<file path="config.mk">
export PLATFORM = sky130hd
export DESIGN_NAME = maquina_temporizador
export DESIGN_NICKNAME = d
export VERILOG_FILES = /design/src/rtl/maquina_temporizador.sv
export SDC_FILE = /design/constraint.sdc
export NUM_CORES = 1
export LEC_CHECK = 0
export CORE_UTILIZATION = 45
export DETAILED_ROUTE_END_ITERATION = 10
export HOLD_SLACK_MARGIN = 0.08
export PLACE_DENSITY = 0.8
export REMOVE_ABC_BUFFERS = 1
export SETUP_SLACK_MARGIN = 0.15
export SLEW_MARGIN = 20
export SYNTH_ARGS = -nofsm -noshare
export SYNTH_HDL_FRONTEND = slang
export SYNTH_SLANG_ARGS = --single-unit
</file>
<file path="constraint.sdc">
create_clock -name clock -period 2.6 [get_ports clock]
set_input_delay 0.52 -clock clock [delete_from_list [all_inputs] [get_ports clock]]
set_output_delay 0.52 -clock clock [all_outputs]
set_load 0.01 [all_outputs]
</file>
<file path="src/rtl/maquina_temporizador.sv">
// Phase countdown timer plus level-sensor debouncer feeding the washing-machine controller.
// Optional macro TEMP_CHEIO_GATE_EN: phases 0/1 only count while the tank reads full (cheio=1).
module maquina_temporizador #(
    parameter int CNT_W      = 8,
    parameter int T_LAVAR    = 5,
    parameter int T_ENXAGUAR = 4,
    parameter int T_SECAR    = 3,
    parameter int T_ESCORRER = 2,
    parameter int PRESCALE   = 1,
    parameter int DEB_CICLOS = 3
) (
    input  logic             clock,
    input  logic             reset,
    input  logic             fase_inicio,
    input  logic [1:0]       fase_sel,
    input  logic             pausa,
    input  logic             cancelar,
    input  logic             sensor_nivel,
    output logic             cheio,
    output logic             tempo,
    output logic             ocupado,
    output logic [CNT_W-1:0] restante
);

    localparam int PW = (PRESCALE > 1) ? $clog2(PRESCALE) : 1;
    localparam int DW = $clog2(DEB_CICLOS + 1);
    localparam logic [PW-1:0] PRESC_MAX = PW'(PRESCALE - 1);
    localparam logic [DW-1:0] DEB_LAST  = DW'(DEB_CICLOS - 1);

    typedef enum logic [1:0] {OCIOSO, CONTANDO, PAUSADO, FIM} estado_t;

    estado_t          estado_q, estado_d;
    logic [CNT_W-1:0] restante_q, restante_d;
    logic [PW-1:0]    presc_q, presc_d;
    logic             tempo_q, tempo_d;
    logic             ocupado_q, ocupado_d;
    logic             sync1_q, sync2_q;
    logic [DW-1:0]    deb_cnt_q, deb_cnt_d;
    logic             cheio_q, cheio_d;
    logic [CNT_W-1:0] t_sel;
    logic             inicio;
    logic             hold_tick;

    always_comb begin
        case (fase_sel)
            2'd0:    t_sel = CNT_W'(T_LAVAR);
            2'd1:    t_sel = CNT_W'(T_ENXAGUAR);
            2'd2:    t_sel = CNT_W'(T_SECAR);
            default: t_sel = CNT_W'(T_ESCORRER);
        endcase
    end

    // A start is only honoured when no phase is running and no cancel is pending.
    assign inicio = !cancelar && fase_inicio && (estado_q == OCIOSO || estado_q == FIM);

`ifdef TEMP_CHEIO_GATE_EN
    logic [1:0] fase_q, fase_d;

    assign fase_d    = inicio ? fase_sel : fase_q;
    assign hold_tick = !fase_q[1] && !cheio_q;

    always_ff @(posedge clock or posedge reset) begin
        if (reset) fase_q <= 2'd0;
        else       fase_q <= fase_d;
    end
`else
    assign hold_tick = 1'b0;
`endif

    always_comb begin
        estado_d   = estado_q;
        restante_d = restante_q;
        presc_d    = presc_q;
        tempo_d    = tempo_q;
        if (cancelar) begin
            estado_d   = OCIOSO;
            restante_d = '0;
            presc_d    = '0;
            tempo_d    = 1'b0;
        end else if (inicio) begin
            presc_d = '0;
            if (t_sel == '0) begin
                estado_d   = FIM;
                restante_d = '0;
                tempo_d    = 1'b1;
            end else begin
                estado_d   = CONTANDO;
                restante_d = t_sel;
                tempo_d    = 1'b0;
            end
        end else if (estado_q == CONTANDO || estado_q == PAUSADO) begin
            if (pausa) begin
                estado_d = PAUSADO;
            end else begin
                // Releasing pause counts on the same edge, so each paused cycle delays by one.
                estado_d = CONTANDO;
                if (!hold_tick) begin
                    if (presc_q == PRESC_MAX) begin
                        presc_d    = '0;
                        restante_d = restante_q - 1'b1;
                        if (restante_q == CNT_W'(1)) begin
                            estado_d = FIM;
                            tempo_d  = 1'b1;
                        end
                    end else begin
                        presc_d = presc_q + 1'b1;
                    end
                end
            end
        end
        ocupado_d = (estado_d == CONTANDO) || (estado_d == PAUSADO);
    end

    always_comb begin
        cheio_d   = cheio_q;
        deb_cnt_d = '0;
        if (sync2_q != cheio_q) begin
            if (deb_cnt_q == DEB_LAST) cheio_d   = ~cheio_q;
            else                       deb_cnt_d = deb_cnt_q + 1'b1;
        end
    end

    always_ff @(posedge clock or posedge reset) begin
        if (reset) begin
            estado_q   <= OCIOSO;
            restante_q <= '0;
            presc_q    <= '0;
            tempo_q    <= 1'b0;
            ocupado_q  <= 1'b0;
            sync1_q    <= 1'b0;
            sync2_q    <= 1'b0;
            deb_cnt_q  <= '0;
            cheio_q    <= 1'b0;
        end else begin
            estado_q   <= estado_d;
            restante_q <= restante_d;
            presc_q    <= presc_d;
            tempo_q    <= tempo_d;
            ocupado_q  <= ocupado_d;
            sync1_q    <= sensor_nivel;
            sync2_q    <= sync1_q;
            deb_cnt_q  <= deb_cnt_d;
            cheio_q    <= cheio_d;
        end
    end

    assign cheio    = cheio_q;
    assign tempo    = tempo_q;
    assign ocupado  = ocupado_q;
    assign restante = restante_q;

endmodule

</file>
==> impl_metrics.ini <==
[status]
status = completed

[sta]
setup_viol = 0
fmax_mhz = 533
rsz0062_at_grt = false
post-route-period-util_pct = 72.1
slew-limit-headroom_pct = 59.0
skew_ns = 0.00646
setup_tns_ns = 0
worst_pin_slew_ns = 0.614
fin_crit_ns = 1.87
slew_violations = 0
hold_violations = 0

[route]
post-route-drc-count = 0
antenna_left = 0
routed_wl_um = 1680
dr.first_iter.drc_count = 16
viasPerCell = 5.55
vias = 705
drt-pass1-iter-count = 4
avgRoutedWirePerCell_um = 13.2

[flow_run]
drv_cap = 0

[finish]
final_cells = 127
area_growth_pct = 27.3
num_antenna_cells = 0
nFillCells = 162
fin_area_sq_um = 1100
layout.nets = 113
drive_above_1_share_pct = 10.8

[global_routing]
grt_max_degree = 18
grt_overflow = 0
grt_pass1_wl_um = 2950
antenna_found_initial = 0
grt_util_all_layers_pct = 20.0
grt_pass1_vias = 681

[setup_path]
worstPathArrival_ns = 1.35
crit_path_start_kind = register
crit_type = reg2out
cp_max_fo = 8
cp_cell_sequence = clkdlybuf4s50_1
worstPathBufferInverterCount = 1
cp_top_family = buffers and inverters
required_ns = 2.08
cpMaxStageDelayCell = clkdlybuf4s50_1
worst_setup_path_end_kind = output port
crit_path_max_incr_delay_ns = 0.58

[die]
start_util_pct = 48.8
die_w_um = 45.7
coreArea_sq_um = 1760
fp-row-count = 15
die_h_um = 45.7
fp.dieArea_sq_um = 2090
pin_count = 19

[synthesis]
syn_avg_cell_area_sq_um = 10.5
yosysWarnings = 0
synth-edff-count = 0
ys_seq_elements = 17
synth.distinct_cells = 35
synth_cells = 82
synthesis.area_sq_um = 861
yosysSeqAreaShare_pct = 49.4
ys.flop_type = dfrtp_1
async_reset_ff_share_pct = 100

[placement]
gp_congestion = 0.773
place_hpwl_um = 1220
place_inst = 123
placed_area_sq_um = 1070
portBuffers = 18

[clock_tree]
clk_latency_ns = 0.29
numClockSinks = 17
postCtsSetupRepairBufs = 0
clkTransAtPathRegs_ns = 0.10
cts_buffer_depth = 2
cts_made_buffers = 3
cts_hold_buf = 0
cts_root_buf = clkbuf_4
cts-resized-gates = 0
cts_tree = done
cts_max_level = 1

[hold_path]
min_path_type = reg2reg

[power]
power_density_nw_per_um2 = 611
peakVddDrop_mv = 0.366
p_leak_nw = 0.456
==> worst register-to-register path, delay by kind of cell, from the launching register on <==
family / cells / cell delay (ns)
and+or+nand+nor: 3 / 1.03
DFF: 1 / 0.44
adders and majority gates: 1 / 0.13
buffers and inverters: 1 / 0.10
==> cells in the mapped netlist, drive strengths merged (2+ instances only) <==
cell type | instances | area [sq um]
a31oi | 2 | 12.5
mux2i | 2 | 20.0
nor2 | 5 | 18.8
a21oi | 6 | 33.8
clkbuf | 2 | 7.51
nor3b | 2 | 15.0
ha | 2 | 25.0
o21ai | 4 | 20.0
o31ai | 2 | 15.0
inv | 6 | 22.5
xnor2 | 2 | 17.5
nor2b | 2 | 12.5
or3 | 4 | 25.0
or4 | 7 | 60.1
dfrtp | 17 | 425
==> cells by family after synthesis <==
kind of cell    after synthesis  share of synthesized area, %
simple gates                 27                          20.6
xor+xnor                      3                          3.05
buf+inv                       9                          3.92
mux                           3                          3.63
flops                        17                          49.4
compound gates               21                          16.4
fa+ha+maj                     2                          2.91
==> placed cells by master (no fill, tap or decap), types with 2 or more instances in the layout <==
master           instances
a21oi_1                  5
a31oi_1                  2
clkbuf_4                 3
clkdlybuf4s50_1         18
dfrtp_1                 17
ha_1                     2
inv_1                    6
mux2i_1                  2
nor2_1                   5
nor2b_1                  2
nor3b_1                  2
o21ai_0                  3
o31ai_1                  2
or3_1                    4
or4_1                    5
or4_4                    2
xnor2_1                  2
==> state kept, by name, summed over array words and instances, names as in the netlist <==
register   cells
sync1_q        1
cheio          1
restante       8
deb_cnt_q      2
estado_q       2
ocupado        1
sync2_q        1
tempo          1
==> path summary, 6_finish.rpt <==
check | startpoint | to | slack [ns] | cells after the start
worst min-delay path | sync1_q | sync2_q | 0.36 | 0
worst min register to register | sync1_q | sync2_q | 0.36 | 0
max in group asynchronous | reset | ocupado | 1.62 | 2
worst max-delay path | restante[2] | restante[2] | 0.73 | 1
min in group asynchronous | reset | restante[0] | 0.58 | 2
worst max register to register | restante[1] | ocupado | 0.79 | 5
==> final cells by class <==
cell class	count	area, sq um	area share [%]
clock inverters	1	5.00	0.457
well taps	25	31.3	2.85
flip-flops and latches	17	425	38.8
repair buffers	19	188	17.1
clock buffers	3	22.5	2.05
multi-input cells	56	402	36.6
inverters	6	22.5	2.05
==> report_power, final <==
group	total [W]	internal, W	switching, W
sequential	0.000335	0.000300	0.0000349
clock	0.000143	0.0000573	0.0000858
combinational	0.000192	0.000104	0.0000881
total	0.000670	0.000461	0.000209
==> per-stage QoR <==
stage	utilization (%)	hold slack [ns]	total power, W	worst slack (ns)
4_1_cts	62.1	0.368	0.000675	0.729
3_5_place_dp	60.6	0.345	0.000531	0.478
6_report	62.1	0.363	0.000670	0.726
2_1_floorplan	-	0.331	0.000448	0.846
3_3_place_gp	60.6	0.335	0.000522	0.534
5_1_grt	62.1	0.376	0.000712	0.686
==> routing by layer <==
layer / share of wire (%) / up-vias / global-route usage, % / routed length (um)
li1: - / 351 / - / -
met5: 0 / - / 0 / 0
met4: 1.3 / 0 / 11.8 / 21
met2: 46 / 19 / 29.4 / 763
met1: 49 / 333 / 27.3 / 816
met3: 4.4 / 2 / 3.97 / 74
Note: power is estimated with default switching activity, not from simulation.
